### config.mk
export PLATFORM = sky130hd
export DESIGN_NAME = dma_fifo_device_flat
export DESIGN_NICKNAME = d
export VERILOG_FILES = /design/src/rtl/dma_fifo_device_if.sv /design/src/rtl/dma_fifo_device.sv /design/src/flat_wrapper.sv
export SDC_FILE = /design/constraint.sdc
export NUM_CORES = 1
export LEC_CHECK = 0
export BUFFER_PORTS_ARGS = -buffer_cell sky130_fd_sc_hd__buf_4
export CAP_MARGIN = 20
export CORE_ASPECT_RATIO = 0.9
export CORE_MARGIN = 1
export CORE_UTILIZATION = 30
export DETAILED_ROUTE_END_ITERATION = 6
export PLACE_DENSITY = 0.51
export SETUP_SLACK_MARGIN = 0.02
export SYNTH_ARGS = -nofsm -noshare
export SYNTH_HDL_FRONTEND = slang
export SYNTH_SLANG_ARGS = --single-unit
### constraint.sdc
create_clock -name clk -period 5.1 [get_ports clk]
set_input_delay 1.02 -clock clk [delete_from_list [all_inputs] [get_ports clk]]
set_output_delay 1.02 -clock clk [all_outputs]
set_load 0.05 [all_outputs]
### src/rtl/dma_fifo_device_if.sv
// Bus bundle for dma_fifo_device: peripheral-bus slave port plus DMA controller handshake.
// The slave modport is the device side; the master modport is the CPU/DMA side.
interface dma_fifo_device_if;
    logic [13:0] per_addr;
    logic [15:0] per_din;
    logic        per_en;
    logic [1:0]  per_we;
    logic [15:0] per_dout;
    logic        dma_rqst;
    logic        dma_rd_wr;
    logic [15:0] dma_start_address;
    logic [15:0] dma_num_words;
    logic        dev_ack;
    logic [15:0] dev_out;
    logic [15:0] dev_in;
    logic        dma_ack;
    logic        dma_end_flag;
    logic        irq;

    modport slave (
        input  per_addr, per_din, per_en, per_we, dev_in, dma_ack, dma_end_flag,
        output per_dout, dma_rqst, dma_rd_wr, dma_start_address, dma_num_words,
               dev_ack, dev_out, irq
    );

    modport master (
        output per_addr, per_din, per_en, per_we, dev_in, dma_ack, dma_end_flag,
        input  per_dout, dma_rqst, dma_rd_wr, dma_start_address, dma_num_words,
               dev_ack, dev_out, irq
    );
endinterface

### src/rtl/dma_fifo_device.sv
// DMA FIFO peripheral: register block, IDLE/RUN transfer FSM and a 2^FIFO_AW word FIFO.
// Optional completion interrupt enabled by defining DMA_FIFO_DEVICE_IRQ_EN.
module dma_fifo_device #(
    parameter logic [14:0] BASE_ADDR = 15'h0100,
    parameter int          DEC_WD    = 4,
    parameter int          FIFO_AW   = 3
) (
    input  logic               clk,
    input  logic               reset_n,
    dma_fifo_device_if.slave   bus
);
    localparam int                DEPTH    = 1 << FIFO_AW;
    localparam logic [FIFO_AW:0]  LVL_FULL = DEPTH[FIFO_AW:0];
    localparam logic [FIFO_AW:0]  LVL_ONE  = (FIFO_AW+1)'(1'b1);
    localparam logic [FIFO_AW-1:0] PTR_ONE = FIFO_AW'(1'b1);

    localparam logic [DEC_WD-2:0] W_START  = (DEC_WD-1)'(3'd0);
    localparam logic [DEC_WD-2:0] W_NWORDS = (DEC_WD-1)'(3'd1);
    localparam logic [DEC_WD-2:0] W_CONFIG = (DEC_WD-1)'(3'd2);
    localparam logic [DEC_WD-2:0] W_STATUS = (DEC_WD-1)'(3'd3);
    localparam logic [DEC_WD-2:0] W_DATA   = (DEC_WD-1)'(3'd4);
    localparam logic [DEC_WD-2:0] W_LEVEL  = (DEC_WD-1)'(3'd5);
    localparam logic [DEC_WD-2:0] W_XFER   = (DEC_WD-1)'(3'd6);

    typedef enum logic [0:0] {ST_IDLE = 1'b0, ST_RUN = 1'b1} state_t;

    state_t              state_r, state_nxt_s;
    logic [15:0]         start_addr_r, n_words_r, xfer_cnt_r;
    logic                rd_wr_r, irq_en_r, irq_r;
    logic                done_r, ovf_r, unf_r, abt_r, end_flag_r;
    logic [15:0]         mem [DEPTH];
    logic [FIFO_AW-1:0]  wr_ptr_r, rd_ptr_r;
    logic [FIFO_AW:0]    level_r;

    logic [DEC_WD-2:0]   word_s;
    logic                reg_sel_s, wr_s, rd_s;
    logic                wr_cfg_s, wr_status_s, rd_data_s, wr_data_s;
    logic                start_p_s, abort_p_s, flush_s;
    logic                busy_s, xfer_s, full_s, empty_s, end_rise_s, last_s;
    logic                push_req_s, pop_req_s, push_ok_s, pop_ok_s, ovf_evt_s, unf_evt_s;
    logic [15:0]         push_data_s, head_s, rdata_s;
    logic                set_done_s, set_abt_s, clr_cnt_s;

    // Address decode and FIFO request steering; DMA and CPU always use opposite FIFO ends.
    always_comb begin
        word_s      = bus.per_addr[DEC_WD-2:0];
        reg_sel_s   = bus.per_en & (bus.per_addr[13:DEC_WD-1] == BASE_ADDR[14:DEC_WD]);
        wr_s        = reg_sel_s & (bus.per_we != 2'b00);
        rd_s        = reg_sel_s & (bus.per_we == 2'b00);
        wr_cfg_s    = wr_s & (word_s == W_CONFIG);
        wr_status_s = wr_s & (word_s == W_STATUS);
        wr_data_s   = wr_s & (word_s == W_DATA);
        rd_data_s   = rd_s & (word_s == W_DATA);
        start_p_s   = wr_cfg_s & bus.per_din[0];
        abort_p_s   = wr_cfg_s & bus.per_din[1];
        flush_s     = wr_cfg_s & (bus.per_din[3] | bus.per_din[1]);
        busy_s      = (state_r == ST_RUN);
        xfer_s      = busy_s & bus.dma_ack;
        full_s      = (level_r == LVL_FULL);
        empty_s     = (level_r == {(FIFO_AW+1){1'b0}});
        end_rise_s  = bus.dma_end_flag & ~end_flag_r;
        last_s      = xfer_s & ((xfer_cnt_r + 16'd1) == n_words_r);
        head_s      = mem[rd_ptr_r];
        push_req_s  = rd_wr_r ? xfer_s : wr_data_s;
        pop_req_s   = rd_wr_r ? rd_data_s : xfer_s;
        push_data_s = rd_wr_r ? bus.dev_in : bus.per_din;
        pop_ok_s    = pop_req_s & ~empty_s;
        // A simultaneous pop frees the slot, so a push into a full FIFO still lands.
        push_ok_s   = push_req_s & (~full_s | pop_ok_s);
        ovf_evt_s   = push_req_s & ~push_ok_s;
        unf_evt_s   = pop_req_s & empty_s;
    end

    // Next-state logic; ABORT takes precedence over completion on the same edge.
    always_comb begin
        state_nxt_s = state_r;
        set_done_s  = 1'b0;
        set_abt_s   = 1'b0;
        clr_cnt_s   = 1'b0;
        case (state_r)
            ST_IDLE: begin
                if (start_p_s) begin
                    if (n_words_r != 16'h0000) begin
                        state_nxt_s = ST_RUN;
                        clr_cnt_s   = 1'b1;
                    end else begin
                        set_done_s  = 1'b1;
                    end
                end else begin
                    state_nxt_s = ST_IDLE;
                end
            end
            ST_RUN: begin
                if (abort_p_s) begin
                    state_nxt_s = ST_IDLE;
                    set_abt_s   = 1'b1;
                end else if (last_s | end_rise_s) begin
                    state_nxt_s = ST_IDLE;
                    set_done_s  = 1'b1;
                end else begin
                    state_nxt_s = ST_RUN;
                end
            end
            default: begin
                state_nxt_s = ST_IDLE;
            end
        endcase
    end

    // FSM state register.
    always_ff @(posedge clk or negedge reset_n) begin
        if (!reset_n) state_r <= ST_IDLE;
        else          state_r <= state_nxt_s;
    end

    // Software-visible configuration registers; direction is frozen while a transfer runs.
    always_ff @(posedge clk or negedge reset_n) begin
        if (!reset_n) begin
            start_addr_r <= 16'h0000;
            n_words_r    <= 16'h0000;
            rd_wr_r      <= 1'b0;
            irq_en_r     <= 1'b0;
        end else begin
            if (wr_s && word_s == W_START)  start_addr_r <= bus.per_din;
            if (wr_s && word_s == W_NWORDS) n_words_r    <= bus.per_din;
            if (wr_cfg_s && !busy_s)        rd_wr_r      <= bus.per_din[2];
`ifdef DMA_FIFO_DEVICE_IRQ_EN
            if (wr_cfg_s)                   irq_en_r     <= bus.per_din[4];
`endif
        end
    end

    // Sticky status flags: a set event wins over a same-cycle write-1-to-clear.
    always_ff @(posedge clk or negedge reset_n) begin
        if (!reset_n) begin
            done_r <= 1'b0;
            ovf_r  <= 1'b0;
            unf_r  <= 1'b0;
            abt_r  <= 1'b0;
        end else begin
            done_r <= set_done_s | (done_r & ~(wr_status_s & bus.per_din[1]));
            ovf_r  <= ovf_evt_s  | (ovf_r  & ~(wr_status_s & bus.per_din[2]));
            unf_r  <= unf_evt_s  | (unf_r  & ~(wr_status_s & bus.per_din[3]));
            abt_r  <= set_abt_s  | (abt_r  & ~(wr_status_s & bus.per_din[4]));
        end
    end

    // Transfer counter and end-flag edge detector.
    always_ff @(posedge clk or negedge reset_n) begin
        if (!reset_n) begin
            xfer_cnt_r <= 16'h0000;
            end_flag_r <= 1'b0;
        end else begin
            end_flag_r <= bus.dma_end_flag;
            if (clr_cnt_s)   xfer_cnt_r <= 16'h0000;
            else if (xfer_s) xfer_cnt_r <= xfer_cnt_r + 16'd1;
        end
    end

    // FIFO pointers and occupancy; flush overrides any same-cycle push or pop.
    always_ff @(posedge clk or negedge reset_n) begin
        if (!reset_n) begin
            wr_ptr_r <= {FIFO_AW{1'b0}};
            rd_ptr_r <= {FIFO_AW{1'b0}};
            level_r  <= {(FIFO_AW+1){1'b0}};
        end else if (flush_s) begin
            wr_ptr_r <= {FIFO_AW{1'b0}};
            rd_ptr_r <= {FIFO_AW{1'b0}};
            level_r  <= {(FIFO_AW+1){1'b0}};
        end else begin
            if (push_ok_s) wr_ptr_r <= wr_ptr_r + PTR_ONE;
            if (pop_ok_s)  rd_ptr_r <= rd_ptr_r + PTR_ONE;
            case ({push_ok_s, pop_ok_s})
                2'b10:   level_r <= level_r + LVL_ONE;
                2'b01:   level_r <= level_r - LVL_ONE;
                default: level_r <= level_r;
            endcase
        end
    end

    // FIFO storage; contents are never observed while empty, so no reset is needed.
    always_ff @(posedge clk) begin
        if (push_ok_s) mem[wr_ptr_r] <= push_data_s;
    end

    // Completion interrupt register.
    always_ff @(posedge clk or negedge reset_n) begin
        if (!reset_n) irq_r <= 1'b0;
        else          irq_r <= done_r & irq_en_r;
    end

    // Register read mux.
    always_comb begin
        rdata_s = 16'h0000;
        if (rd_s) begin
            case (word_s)
                W_START:  rdata_s = start_addr_r;
                W_NWORDS: rdata_s = n_words_r;
                W_CONFIG: rdata_s = {11'h000, irq_en_r, 1'b0, rd_wr_r, 2'b00};
                W_STATUS: rdata_s = {11'h000, abt_r, unf_r, ovf_r, done_r, busy_s};
                W_DATA:   rdata_s = (rd_wr_r & ~empty_s) ? head_s : 16'h0000;
                W_LEVEL:  rdata_s = 16'(level_r);
                W_XFER:   rdata_s = xfer_cnt_r;
                default:  rdata_s = 16'h0000;
            endcase
        end else begin
            rdata_s = 16'h0000;
        end
    end

    assign bus.per_dout          = rdata_s;
    assign bus.dma_rqst          = busy_s;
    assign bus.dma_rd_wr         = rd_wr_r;
    assign bus.dma_start_address = start_addr_r;
    assign bus.dma_num_words     = n_words_r;
    assign bus.dev_ack           = busy_s & (rd_wr_r ? ~full_s : ~empty_s);
    assign bus.dev_out           = (~rd_wr_r & ~empty_s) ? head_s : 16'h0000;
`ifdef DMA_FIFO_DEVICE_IRQ_EN
    assign bus.irq               = irq_r;
`else
    assign bus.irq               = 1'b0;
`endif
endmodule

### src/flat_wrapper.sv
// flat-port wrapper written by rule: the top's interface ports become plain ports
module dma_fifo_device_flat 
#(
    parameter logic [14:0] BASE_ADDR = 15'h0100,
    parameter int          DEC_WD    = 4,
    parameter int          FIFO_AW   = 3
)
  (clk, reset_n, bus_per_addr, bus_per_din, bus_per_en, bus_per_we, bus_dev_in, bus_dma_ack, bus_dma_end_flag, bus_per_dout, bus_dma_rqst, bus_dma_rd_wr, bus_dma_start_address, bus_dma_num_words, bus_dev_ack, bus_dev_out, bus_irq);
  dma_fifo_device_if bus_i ();
  input  logic clk;
  input  logic reset_n;
  input wire logic [$bits(bus_i.per_addr)-1:0] bus_per_addr;
  input wire logic [$bits(bus_i.per_din)-1:0] bus_per_din;
  input wire logic [$bits(bus_i.per_en)-1:0] bus_per_en;
  input wire logic [$bits(bus_i.per_we)-1:0] bus_per_we;
  input wire logic [$bits(bus_i.dev_in)-1:0] bus_dev_in;
  input wire logic [$bits(bus_i.dma_ack)-1:0] bus_dma_ack;
  input wire logic [$bits(bus_i.dma_end_flag)-1:0] bus_dma_end_flag;
  output wire logic [$bits(bus_i.per_dout)-1:0] bus_per_dout;
  output wire logic [$bits(bus_i.dma_rqst)-1:0] bus_dma_rqst;
  output wire logic [$bits(bus_i.dma_rd_wr)-1:0] bus_dma_rd_wr;
  output wire logic [$bits(bus_i.dma_start_address)-1:0] bus_dma_start_address;
  output wire logic [$bits(bus_i.dma_num_words)-1:0] bus_dma_num_words;
  output wire logic [$bits(bus_i.dev_ack)-1:0] bus_dev_ack;
  output wire logic [$bits(bus_i.dev_out)-1:0] bus_dev_out;
  output wire logic [$bits(bus_i.irq)-1:0] bus_irq;
  assign bus_i.per_addr = bus_per_addr;
  assign bus_i.per_din = bus_per_din;
  assign bus_i.per_en = bus_per_en;
  assign bus_i.per_we = bus_per_we;
  assign bus_i.dev_in = bus_dev_in;
  assign bus_i.dma_ack = bus_dma_ack;
  assign bus_i.dma_end_flag = bus_dma_end_flag;
  assign bus_per_dout = bus_i.per_dout;
  assign bus_dma_rqst = bus_i.dma_rqst;
  assign bus_dma_rd_wr = bus_i.dma_rd_wr;
  assign bus_dma_start_address = bus_i.dma_start_address;
  assign bus_dma_num_words = bus_i.dma_num_words;
  assign bus_dev_ack = bus_i.dev_ack;
  assign bus_dev_out = bus_i.dev_out;
  assign bus_irq = bus_i.irq;
  dma_fifo_device #(.BASE_ADDR(BASE_ADDR), .DEC_WD(DEC_WD), .FIFO_AW(FIFO_AW)) u_core (.clk(clk), .reset_n(reset_n), .bus(bus_i));
endmodule
## Yosys cells after proc, flatten, opt, wreduce, memory -nomap -nowiden

Memories as Yosys holds them, arrays and structs flattened.
Cells that the tools add are included.

| storage, ports and cells | value |
|---|---|
| memories kept | 1 |
| output and inout bits | 68 |
| memory bits (writable) | 128 |
| bits of input ports | 53 |
| flip-flop bits (word level) | 65 |

Memory list:

| memory | depth | bits a word | read ports | clocked after Yosys merged registers in | write ports | RTL line | source |
|---|---|---|---|---|---|---|---|
| u_core.mem | 8 | 16 | 1 | 0 | 1 | dma_fifo_device.sv:31 | `logic [15:0] mem [DEPTH];` |

| cells by class | value |
|---|---|
| mux-type cells | 31 |
| reductions and logical operators | 13 |
| equal/unequal tests | 11 |
| add/sub/neg operators | 5 |
| bitwise logic cells | 45 |

Operator list:

| cell | number |
|---|---|
| case mux 16 bit (7 select lines) | 1 |
| 2-to-1 mux 16 bit | 6 |
| AND 1 bit | 28 |
| adder 16 x 1 -> 16 bit (second input constant) | 1 |
| == test 16 bit | 1 |
| 2-to-1 mux 1 bit | 16 |
| nonzero test 16 bit | 1 |
| 2-to-1 mux 3 bit | 4 |
| == test 11 x 5 -> 1 bit (second input constant) | 1 |
| inverter 1 bit | 10 |
| == test 3 bit (second input constant) | 3 |
| case mux 4 bit (2 select lines) | 1 |
| nonzero test 2 bit | 4 |
| OR 1 bit | 7 |
| adder 3 x 1 -> 3 bit (second input constant) | 2 |
| == test 3 x 2 -> 1 bit (second input constant) | 2 |
| adder 4 x 1 -> 4 bit (second input constant) | 1 |
| == test 4 bit (second input constant) | 1 |
| zero test 4 bit | 1 |
| 2-to-1 mux 4 bit | 1 |
| case mux 1 bit (2 select lines) | 2 |
| subtractor 4 x 1 -> 4 bit (second input constant) | 1 |
| == test 3 x 1 -> 1 bit (second input constant) | 1 |
| logical AND 1 bit | 3 |
| other kinds (6) | 6 |

## Depth between registers and ports, before layout

Gate-level depths: netlist of run 1.

| depth | value |
|---|---|
| depth after elaboration | 11 |
| depth in mapped cells | 12 |
| depth with buffers taken out | 10 |

## Least setup slack after synthesis of run 1

OpenSTA, ideal clock, no wires.

| timing path | value |
|---|---|
| path type | input to register |
| start point | input port bus_per_addr[10] |
| end point | memory u_core.mem[2][0], enable pin |
| buffers on the path | 0 |
| stages | 5 |
| arrival | 3.589 ns |
| path slack | 1.098 ns |
| path through | nor4b_1 nand4b_1 o31a_1 or3_1 nor3b_1 |

| on the way | value |
|---|---|
| word-level cells in the longest chain between the ends | 10 |
| elaborated cells on any way between the ends | 13 |
| classes of those cells | 1 x eq/ne; 4 x mux; 8 x bitwise |

RTL lines:

| item | RTL line | source |
|---|---|---|
| from (decl) | flat_wrapper.sv:12 | `input wire logic [$bits(bus_i.per_addr)-1:0] bus_per_addr;` |
| == test 11 x 5 -> 1 bit * | dma_fifo_device.sv:47 | `reg_sel_s = bus.per_en & (bus.per_addr[13:DEC_WD-1] == BASE_ADDR[14:DEC_WD]);` |
| AND 1 bit * | dma_fifo_device.sv:47 |  |
| AND 1 bit | dma_fifo_device.sv:49 | `rd_s = reg_sel_s & (bus.per_we == 2'b00);` |
| AND 1 bit | dma_fifo_device.sv:53 | `rd_data_s = rd_s & (word_s == W_DATA);` |
| 2-to-1 mux 1 bit | dma_fifo_device.sv:65 | `pop_req_s = rd_wr_r ? rd_data_s : xfer_s;` |
| AND 1 bit | dma_fifo_device.sv:67 | `pop_ok_s = pop_req_s & ~empty_s;` |
| OR 1 bit | dma_fifo_device.sv:69 | `push_ok_s = push_req_s & (~full_s \| pop_ok_s);` |
| AND 1 bit * | dma_fifo_device.sv:69 |  |
| 2-to-1 mux 1 bit * | dma_fifo_device.sv:183 | `if (push_ok_s) mem[wr_ptr_r] <= push_data_s;` |
| 2-to-1 mux 1 bit (implied by the code) * | dma_fifo_device.sv:183 |  |
| to (decl) | dma_fifo_device.sv:31 |  |

Mark *: on every way between the ends. The rest lies on a longest branch, timed or not.

## Worst setup path in the final report of run 1

| timing path | value |
|---|---|
| start point | register u_core.rd_ptr_r[0] |
| end point | output port bus_per_dout[15] |

| on the way | value |
|---|---|
| word-level cells in the longest chain between the ends | 4 |

RTL lines:

| item | RTL line | source |
|---|---|---|
| from (decl) | dma_fifo_device.sv:32 | `logic [FIFO_AW-1:0] wr_ptr_r, rd_ptr_r;` |
| from (signal assigned) | dma_fifo_device.sv:164 | `rd_ptr_r <= {FIFO_AW{1'b0}};` |
| from (signal assigned) | dma_fifo_device.sv:168 | `rd_ptr_r <= {FIFO_AW{1'b0}};` |
| from (signal assigned) | dma_fifo_device.sv:172 | `if (pop_ok_s) rd_ptr_r <= rd_ptr_r + PTR_ONE;` |
| memory read (8 x 16 bit) | - |  |
| 2-to-1 mux 16 bit | dma_fifo_device.sv:201 | `W_DATA: rdata_s = (rd_wr_r & ~empty_s) ? head_s : 16'h0000;` |
| case mux 16 bit (7 select lines) | dma_fifo_device.sv:196 | `case (word_s)` |
| 2-to-1 mux 16 bit | dma_fifo_device.sv:195 | `if (rd_s) begin` |
| to (decl) | flat_wrapper.sv:19 | `output wire logic [$bits(bus_i.per_dout)-1:0] bus_per_dout;` |

No other way between the ends.

==> results by group, run 1 <==
Worst setup path
  – CP Launch Type: flop
  – WP data arrival: 3140 ps
  – CP Class: reg2out
  – Critical path required time: 4080 ps
  – Kind of end point of the critical path: primary output
  – CP max FO: 20

Synth
  – Area of the mapped netlist: 0.00950 sq mm
  – Yosys top cell area share: 40.5%
  – Post-Syn Area per Cell: 13.6 sq um
  – Post-synthesis sequential area ratio: 57.6%
  – Area leader, netlist: edfxtp_1
  – Synth warn: 1
  – Net count after synthesis: 756
  – Post-Synthesis Cells: 698
  – Flops & latches, synth: 193
  – Synth Flop Type: edfxtp_1
  – Synth cell count leaders: edfxtp_1, nor2_1, dfrtp_1
  – Netlist cell types: 75
  – EDFF count, synth: 128
  – Top cells by area, synth: edfxtp_1, dfrtp_1, mux4_2, mux2_2, nor2_1
  – Async SR Flop Fraction: 33.7%
  – Top-count cell post-synth: edfxtp_1

Cells and area
  – Fraction of layout cells with a size suffix above 1: 35.2%
  – Design Area, Final: 0.0114 sq mm
  – Number of diodes: 0
  – Layout area overhead: 20.3%
  – # nets final: 866
  – Post-Layout Cell Count: 1229

Power and ir drop
  – Overall power: 3.11 mW
  – P_leak: 4.25 nW
  – VDD IR max: 0.224 mV
  – Power per cell area: 272 mW/mm^2

Timing
  – RSZ-0062 raised after global routing: false
  – Max Freq: 0.240 GHz
  – Max-slew violation count: 0
  – Final Hold Viols: 0
  – Crit path time final: 4160 ps
  – Clock Skew: 11.1 ps
  – Least-Margin Pin Slew: 912 ps
  – Setup violations, final: 0
  – Final setup TNS: 0 ps
  – Fin crit share: 81.5%
  – Hold WS: 493 ps
  – Rel. slew slack: 39.2%

Drt
  – Total Wirelength: 27.0 mm
  – Pre-antenna DRT Iters: 5
  – Routed len/inst: 22.0 um
  – # DRC: 0
  – 1st-iter DRT viols: 487
  – Vias: 6267
  – Via/cell ratio: 5.10
  – Post-DRT Antenna Nets: 0

Global route
  – GRT Residual Overflow: 0
  – Total GRT Usage: 17.1%
  – Antenna violations before repair: 0
  – Global-route wire length before repair: 40.7 mm
  – Number of global-route vias before repair: 6229
  – Pin count of the biggest net entering global routing: 66

CTS
  – CTS Root Cell: clkbuf_16
  – CTS tree: done
  – Clock-pin slew on the worst setup and hold paths: 80 ps
  – CTS buffer count: 17
  – CTS resizes: 0
  – Clock latency on the worst-skew pair: 440 ps
  – Longest Clk Path Bufs: 2
  – H-tree Lvls: 4
  – Setup bufs post-CTS: 0
  – TritonCTS Sinks: 193
  – CTS Hold Bufs: 0

Job
  – Max-cap violation count: 0

Placed design
  – RD Place Congestion: 0.839
  – Placed Area: 0.0108 sq mm
  – Final HPWL DP: 19.3 mm
  – Port buffer count: 119
  – Dpl cells: 1198

Floorplanning
  – Initial Util: 30.6%
  – Die width: 190 um
  – Die area: 0.0324 sq mm
  – I/O pin cnt: 121
  – Site Rows: 61
  – Core ar.: 0.0310 sq mm
  – DIE HEIGHT: 171 um

Status
  – Status: finished, final reports clean

Hold path
  – Hold crit path type: reg2reg
## worst max-delay path, stage by stage, from the launching register on
cell and delay (ps):
dfrtp_2 810, buf_4 340, mux4_2 540, mux2i_1 240, nor2_1 70, a211oi_1 400, nor2_1 90, buf_4 200
## where the power goes
part	internal, mW	switching, mW	leakage, nW	total [mW]
clock	0.657	0.673	0.280	1.33
sequential	1.67	0.000706	2.05	1.67
combinational	0.0398	0.0680	1.92	0.108
## per-layer routing
layer	track usage, %	part of all wire (%)
met1	23.6	46
met2	27.8	49
met3	2.97	3.8
met4	4.59	1.7
met5	0	0
## path summary, 6_finish.rpt
check	startpoint	endpoint	slack [ps]	cells past startpoint
setup / recovery	u_core.rd_ptr_r[0]$_DFFE_PN0P_	bus_per_dout[15]	940	7
hold / removal	u_core.unf_r$_DFF_PN0_	u_core.unf_r$_DFF_PN0_	490	2
setup reg to reg	u_core.level_r[0]$_DFFE_PN0P_	u_core.level_r[3]$_DFFE_PN0P_	1620	9
hold reg to reg	u_core.unf_r$_DFF_PN0_	u_core.unf_r$_DFF_PN0_	490	2
max in group asynchronous	reset_n	u_core.rd_ptr_r[0]$_DFFE_PN0P_	3800	1
min in group asynchronous	reset_n	u_core.bus.dma_num_words[4]$_DFFE_PN0P_	680	1
## sequential cells by signal (all words and copies together) (netlist names)
name	flops
u_core.abt_r	1
u_core.bus.dma_num_words	16
u_core.bus.dma_rd_wr	1
u_core.bus.dma_rqst	1
u_core.bus.dma_start_address	16
u_core.done_r	1
u_core.end_flag_r	1
u_core.level_r	4
u_core.mem	128
u_core.ovf_r	1
u_core.rd_ptr_r	3
u_core.unf_r	1
u_core.wr_ptr_r	3
u_core.xfer_cnt_r	16
## placed cells by master (no fill, tap or decap), types with 3 or more instances in the layout
cell	synthesis	routed
nor3_1	6	4
clkbuf_16	0	17
a22oi_1	15	15
o21a_1	4	4
inv_8	0	3
mux2_2	53	53
a221oi_1	3	3
nor4_1	10	10
nor3b_2	0	4
xor2_1	15	15
nor2b_1	6	6
nand2_1	26	26
mux2i_1	21	21
inv_1	3	3
mux4_2	33	33
nand4_2	3	3
a21oi_1	9	9
o21ai_0	11	11
nor2_1	95	95
a31oi_1	4	4
inv_6	0	3
edfxtp_1	128	128
or3_1	5	5
clkinv_8	0	5
ha_1	5	5
xnor2_1	22	22
dfrtp_1	65	64
and4_1	4	4
nand4_1	9	9
nand4b_1	4	4
o211ai_1	4	4
nand3_1	17	17
a211oi_1	11	11
buf_4	7	142
## area by class of cell
type	instances	area [sq um]
clock buffer	17	425
sequential	193	5470
tap	409	512
multi-input combinational	451	3770
fill	3043	19600
clock inverter	14	165
inverter	3	11.3
timing repair buffer	142	1070
## per-stage QoR
stage | utilization [%] | setup slack [ps]
after floorplan | - | 1100
after global placement | 35.0 | 1200
after detailed placement | 35.0 | 1150
after CTS | 36.9 | 916
after global routing | 36.9 | 768
final | 36.9 | 942
## cell families (layout without fill, tap and decap cells)
group,count (synthesis),count (layout),synth area share [%]
multiplexers,108,108,16.5
XOR/XNOR,37,37,3.41
other,1,1,0.0395
flip-flops,193,193,57.6
buffers and inverters,54,176,2.99
AO/OA/AOI/OAI,86,86,6.92
adder cells (fa/ha/maj),5,5,0.659
AND/OR/NAND/NOR,214,214,11.9
Note: power is estimated with default switching activity, not from simulation.
==> inputs of run 2 (changes only) <==
==> constraint.sdc (replaced) <==
create_clock -name clk -period 4.1 [get_ports clk]
set_input_delay 0.82 -clock clk [delete_from_list [all_inputs] [get_ports clk]]
set_output_delay 0.82 -clock clk [all_outputs]
set_load 0.05 [all_outputs]
==> results by group, run 2 (same netlist as run 1, synthesis figures left out) <==
Power and ir drop
  – VDD IR max: 0.244 mV (+9.1%)
  – P_leak: 4.30 nW (+1.1%)
  – Power per cell area: 341 mW/mm^2 (+25%)

Timing
  – Setup violations, final: 0 (unchanged)
  – Final Hold Viols: 0 (unchanged)
  – Max-slew violation count: 0 (unchanged)
  – Crit path time final: 3710 ps
  – Hold WS: 485 ps (-8.09 ps)
  – Clock Skew: 12.9 ps (+1.78 ps)
  – RSZ-0062 raised after global routing: false
  – Final setup TNS: 0 ps (unchanged)
  – Fin crit share: 90.5%
  – Least-Margin Pin Slew: 896 ps (-16.6 ps)
  – Max Freq: 0.270 GHz
  – Rel. slew slack: 40.3% (+1.1 points)

Worst setup path
  – Crit-path max cell delay: 640 ps (-170 ps)
  – Flop-to-flop setup slack: 1000 ps (-620 ps)
  – Worst reg2reg startpoint: u_core.level_r[0]$_DFFE_PN0P_
  – Crit path max-delay family: multiplexers
  – Reg2reg end: u_core.level_r[3]$_DFFE_PN0P_
  – WP data arrival: 2890 ps (-250 ps)
  – Worst r2r path cells: 10 (+1)
  – CP Launch Type: flop
  – CP Class: reg2out
  – Critical path required time: 3280 ps (-800 ps)
  – Critical Path Slowest Stage Cell: dfrtp_2
  – Crit-path cells: buf_4 -> mux4_2 -> mux2i_1 -> nor2_1 -> a211oi_1 -> nor2_1 -> buf_4
  – CP max FO: 14 (-30%)
  – WP buf/inv: 2 (unchanged)
  – Kind of end point of the critical path: primary output

Global route
  – GRT met1 Usage: 22.7% (-0.87 points)
  – Most Used Layer, Global Route: met2
  – Pin count of the biggest net entering global routing: 66 (unchanged)
  – Antenna violations before repair: 0 (unchanged)
  – Global-route wire length before repair: 41.0 mm (+0.78%)
  – Met2 Use GR: 29.1% (+1.3 points)
  – Total GRT Usage: 17.2% (+0.026 points)
  – Number of global-route vias before repair: 6396 (+2.7%)
  – GRT Residual Overflow: 0 (unchanged)
  – Met3 usage: 3.36% (+0.39 points)

CTS
  – Clock-pin slew on the worst setup and hold paths: 80 ps (about the same)
  – Clock latency on the worst-skew pair: 440 ps (about the same)
  – Setup bufs post-CTS: 0 (unchanged)
  – CTS buffer count: 17 (unchanged)
  – H-tree Lvls: 4 (unchanged)
  – CTS Hold Bufs: 0 (unchanged)
  – CTS tree: done
  – CTS resizes: 0 (unchanged)
  – TritonCTS Sinks: 193 (unchanged)
  – Longest Clk Path Bufs: 2 (unchanged)
  – CTS Root Cell: clkbuf_16

Cells and area
  – Most common cell after layout, fill and taps aside: buf_4
  – Number of diodes: 0 (unchanged)
  – # nets final: 872 (+0.69%)
  – Most frequent cells in the layout: buf_4, edfxtp_1, nor2_1, dfrtp_1, mux2_2
  – Fraction of layout cells with a size suffix above 1: 35.7% (+0.43 points)
  – Max reg flops: 128 (unchanged)
  – Largest register by flop count: u_core.mem
  – Final Util: 37.1% (+0.23 points)
  – Design Area, Final: 0.0115 sq mm (+0.62%)
  – Layout area overhead: 21.0%
  – Post-Layout Cell Count: 1236 (+0.57%)

Drt
  – Routed len/inst: 21.8 um (-0.68%)
  – Total Wirelength: 27.0 mm (-0.12%)
  – Pre-antenna DRT Iters: 5 (unchanged)
  – Via/cell ratio: 5.11 (+0.23%)
  – # DRC: 0 (unchanged)
  – Post-DRT Antenna Nets: 0 (unchanged)
  – Vias: 6317 (+0.80%)
  – 1st-iter DRT viols: 521 (+7.0%)

Placed design
  – Final HPWL DP: 19.1 mm (-0.86%)
  – Dpl cells: 1204 (+0.50%)
  – Port buffer count: 119 (unchanged)
  – Placed Area: 0.0109 sq mm (+0.53%)
  – RD Place Congestion: 0.839 (about the same)

Floorplanning
  – Die area: 0.0324 sq mm (unchanged)
  – DIE HEIGHT: 171 um (unchanged)
  – I/O pin cnt: 121 (unchanged)
  – Site Rows: 61 (unchanged)
  – Initial Util: 30.6% (unchanged)
  – Die width: 190 um (unchanged)
  – Core ar.: 0.0310 sq mm (unchanged)

Status
  – Status: finished, final reports clean

Job
  – Max-cap violation count: 0 (unchanged)

Hold path
  – Hold crit path type: in2async
## run 2: worst reg2reg max path, stage by stage, from the launching register on
cell and delay [ps]:
dfrtp_1 490, or4_4 600, nand2b_1 90, buf_4 260
o22ai_2 180, nand2_2 190, inv_1 100, ha_1 360
o21a_1 130, o32a_1 300, mux2_4 300
## run 2: layer usage
layer	routed length [um]	share of wire (%)	up-vias
met4	281	1.0	0
li1	-	-	2891
met3	1060	3.9	17
met2	13400	50	132
met5	0	0	-
met1	12300	45	3277
## run 2: area by class of cell
cell class                      instances  area (sq um)
Fill cell                            3016         19500
Sequential cell                       193          5470
Multi-Input combinational cell        451          3770
Timing Repair Buffer                  148          1120
Tap cell                              409           512
Clock buffer                           18           429
Clock inverter                         14           175
Inverter                                3          11.3
## run 2: how the worst max path moves through the flow
stage	startpoint	end	slack [ps]	cells after the start
finish	u_core.rd_ptr_r[0]$_DFFE_PN0P_	bus_per_dout[9]	390	7
global placement	bus_per_addr[10]	u_core.level_r[3]$_DFFE_PN0P_	670	10
global route	u_core.rd_ptr_r[0]$_DFFE_PN0P_	bus_per_dout[1]	130	7
detailed placement	bus_per_addr[10]	u_core.level_r[3]$_DFFE_PN0P_	630	10
CTS	u_core.rd_ptr_r[0]$_DFFE_PN0P_	bus_per_dout[11]	330	7
floorplan	bus_per_addr[10]	u_core.mem[2][0]$_DFFE_PP_	300	5
## run 2: power breakdown
part	internal [mW]	switching, mW
Clock	0.839	0.866
Sequential	2.08	0.000874
Combinational	0.0501	0.0863
## run 2: per-stage QoR
stage          power (mW)  setup WS (ps)
5_1_grt              4.05            126
6_report             3.92            390
4_1_cts              3.96            329
3_3_place_gp         2.26            672
3_5_place_dp         2.26            629
2_1_floorplan        2.17            298
==> inputs of run 3 (changes only) <==
--- a/config.mk
+++ b/config.mk
@@ -5,13 +5,13 @@
 export SDC_FILE = /design/constraint.sdc
 export NUM_CORES = 1
 export LEC_CHECK = 0
-export BUFFER_PORTS_ARGS = -buffer_cell sky130_fd_sc_hd__buf_4
 export CAP_MARGIN = 20
 export CORE_ASPECT_RATIO = 0.9
 export CORE_MARGIN = 1
 export CORE_UTILIZATION = 30
 export DETAILED_ROUTE_END_ITERATION = 6
-export PLACE_DENSITY = 0.51
+export DONT_BUFFER_PORTS = 1
+export PLACE_DENSITY = 0.48
 export SETUP_SLACK_MARGIN = 0.02
 export SYNTH_ARGS = -nofsm -noshare
 export SYNTH_HDL_FRONTEND = slang
==> results by group, run 3 (same netlist as run 1, synthesis figures left out) <==
Placed design
  – Port buffer count: 0 (-100%)
  – RD Place Congestion: 0.892 (+6.4%)
  – Final HPWL DP: 18.9 mm (-1.2%)
  – Dpl cells: 1111 (-7.7%)

Global route
  – GRT Residual Overflow: 0 (unchanged)
  – Global-route wire length before repair: 40.5 mm (-1.2%)
  – Number of global-route vias before repair: 6195 (-3.1%)
  – GRT met1 Usage: 21.9% (-0.82 points)
  – Total GRT Usage: 17.1% (-0.073 points)
  – Antenna violations before repair: 1 (+1)
  – Most Used Layer, Global Route: met2
  – Met2 Use GR: 29.7% (+0.57 points)
  – Pin count of the biggest net entering global routing: 66 (unchanged)
  – Met3 usage: 3.65% (+0.29 points)

Floorplanning
  – Initial Util: 30.6% (unchanged)
  – Die area: 0.0324 sq mm (unchanged)
  – Site Rows: 61 (unchanged)
  – Core ar.: 0.0310 sq mm (unchanged)
  – DIE HEIGHT: 171 um (unchanged)
  – Die width: 190 um (unchanged)
  – I/O pin cnt: 121 (unchanged)

Drt
  – Total Wirelength: 26.9 mm (-0.18%)
  – Post-DRT Antenna Nets: 0 (unchanged)
  – # DRC: 0 (unchanged)
  – Routed len/inst: 23.6 um (+7.9%)
  – Via/cell ratio: 5.31 (+3.8%)
  – Pre-antenna DRT Iters: 5 (unchanged)
  – 1st-iter DRT viols: 560 (+7.5%)
  – Vias: 6065 (-4.0%)

Timing
  – Crit path time final: 3600 ps (-111 ps)
  – Least-Margin Pin Slew: 777 ps (-118 ps)
  – Max-slew violation count: 0 (unchanged)
  – Setup violations, final: 0 (unchanged)
  – Max Freq: 0.278 GHz (+3.1%)
  – Clock Skew: 12.3 ps (-0.554 ps)
  – RSZ-0062 raised after global routing: false
  – Fin crit share: 87.8% (-2.7 points)
  – Rel. slew slack: 48.1% (+7.8 points)
  – Final Hold Viols: 0 (unchanged)
  – Final setup TNS: 0 ps (unchanged)

Job
  – Max-cap violation count: 0 (unchanged)

Worst setup path
  – WP data arrival: 2780 ps (-110 ps)
  – Kind of end point of the critical path: primary output
  – Worst r2r path cells: 10 (unchanged)
  – CP dominant cell by count: nor2_1
  – Crit-path cells: buf_12 -> mux4_2 -> mux2i_1 -> nor2_1 -> a211oi_1 -> nor2_1 -> buf_4
  – Crit path max-delay family: multiplexers
  – Crit-path max cell delay: 640 ps (about the same)
  – Critical path required time: 3280 ps (about the same)
  – Critical path depth in cells: 7 (unchanged)
  – Reg2reg end: u_core.level_r[3]$_DFFE_PN0P_
  – Worst reg2reg startpoint: u_core.level_r[0]$_DFFE_PN0P_
  – CP max FO: 18 (+4)
  – CP Launch Type: flop
  – Critical Path Slowest Stage Cell: dfrtp_2
  – CP Class: reg2out
  – WP buf/inv: 2 (unchanged)
  – Flop-to-flop setup slack: 990 ps (about the same)

Power and ir drop
  – VDD IR max: 0.241 mV (-1.2%)
  – Overall power: 3.80 mW (-3.1%)
  – NetSw: 0.830 mW (-13%)
  – P_leak: 3.82 nW (-11%)
  – Power per cell area: 352 mW/mm^2 (+3.2%)
  – Seq pwr share: 54.8% (+1.8 points)
  – Power share of the clock group: 43.7% (+0.2 points)
  – Switch share: 21.9% (-2.4 points)
  – Int Power: 2.97 mW (about the same)
  – Combinational cell fraction of total power: 1.5% (-2.0 points)

Cells and area
  – Most common cell after layout, fill and taps aside: edfxtp_1
  – Largest register by flop count: u_core.mem
  – Post-Layout Cell Count: 1143 (-7.5%)
  – Layout area overhead: 13.7%
  – Most frequent cells in the layout: edfxtp_1, nor2_1, dfrtp_1, mux2_2, buf_4
  – # nets final: 779 (-11%)
  – Fraction of layout cells with a size suffix above 1: 27.7% (-8.0 points)
  – Max reg flops: 128 (unchanged)

CTS
  – CTS Hold Bufs: 0 (unchanged)
  – CTS Root Cell: clkbuf_16
  – Setup bufs post-CTS: 0 (unchanged)
  – Longest Clk Path Bufs: 2 (unchanged)
  – H-tree Lvls: 4 (unchanged)
  – Clock-pin slew on the worst setup and hold paths: 70 ps (about the same)
  – CTS tree: done
  – TritonCTS Sinks: 193 (unchanged)
  – CTS buffer count: 17 (unchanged)
  – Clock latency on the worst-skew pair: 420 ps (-20 ps)
  – CTS resizes: 0 (unchanged)

Status
  – Status: finished, final reports clean

Hold path
  – Hold crit path type: in2async
## run 3: changes by cell type in the layout (fill, tap and decap cells not counted), moves of 2 or more
cell,previous run,this run
clkinv_8,3,1
inv_12,2,0
buf_4,147,53
inv_6,2,5
## run 3: worst max-delay path by stage
stage	start	end	slack, ps
finish	u_core.rd_ptr_r[0]$_DFFE_PN0P_	bus_per_dout[12]	500
global route	u_core.rd_ptr_r[0]$_DFFE_PN0P_	bus_per_dout[12]	290
CTS	u_core.rd_ptr_r[0]$_DFFE_PN0P_	bus_per_dout[12]	420
detailed placement	bus_per_addr[10]	u_core.level_r[3]$_DFFE_PN0P_	740
global placement	bus_per_addr[10]	u_core.level_r[3]$_DFFE_PN0P_	810
floorplan	bus_per_addr[10]	u_core.mem[2][0]$_DFFE_PP_	300
## run 3: cell type report
class	instances	area, sq um
Fill cell	3037	20200
Sequential cell	193	5470
Multi-Input combinational cell	451	3770
Tap cell	409	512
Timing Repair Buffer	55	438
Clock buffer	17	425
Clock inverter	14	159
Inverter	3	11.3
Antenna cell	1	2.50
## run 3: routing by layer
layer	share of wire (%)	wire (um)	up-vias
li1	-	-	2710
met1	43	11600	3185
met2	52	14000	152
met3	4.3	1150	18
met4	0.82	221	0
met5	0	0	-
## run 3: through the flow
stage / utilization [%] / hold WS [ps] / area [sq um] / setup WS, ps
after floorplan: - / 449 / 9500 / 298
after global placement: 32.9 / 475 / 10200 / 805
after detailed placement: 32.9 / 480 / 10200 / 745
after CTS: 34.8 / 62.4 / 10800 / 423
after global routing: 34.8 / 51.9 / 10800 / 288
final: 34.8 / 85.4 / 10800 / 500
## run 3: power groups by stage
stage,sequential (mW),clock (mW),combinational (mW)
final,2.08,1.66,0.0574
after detailed placement,2.12,0,0.0577
after floorplan,2.12,0,0.0475
after global placement,2.12,0,0.0562
after CTS,2.08,1.70,0.0577
after global routing,2.08,1.77,0.0622
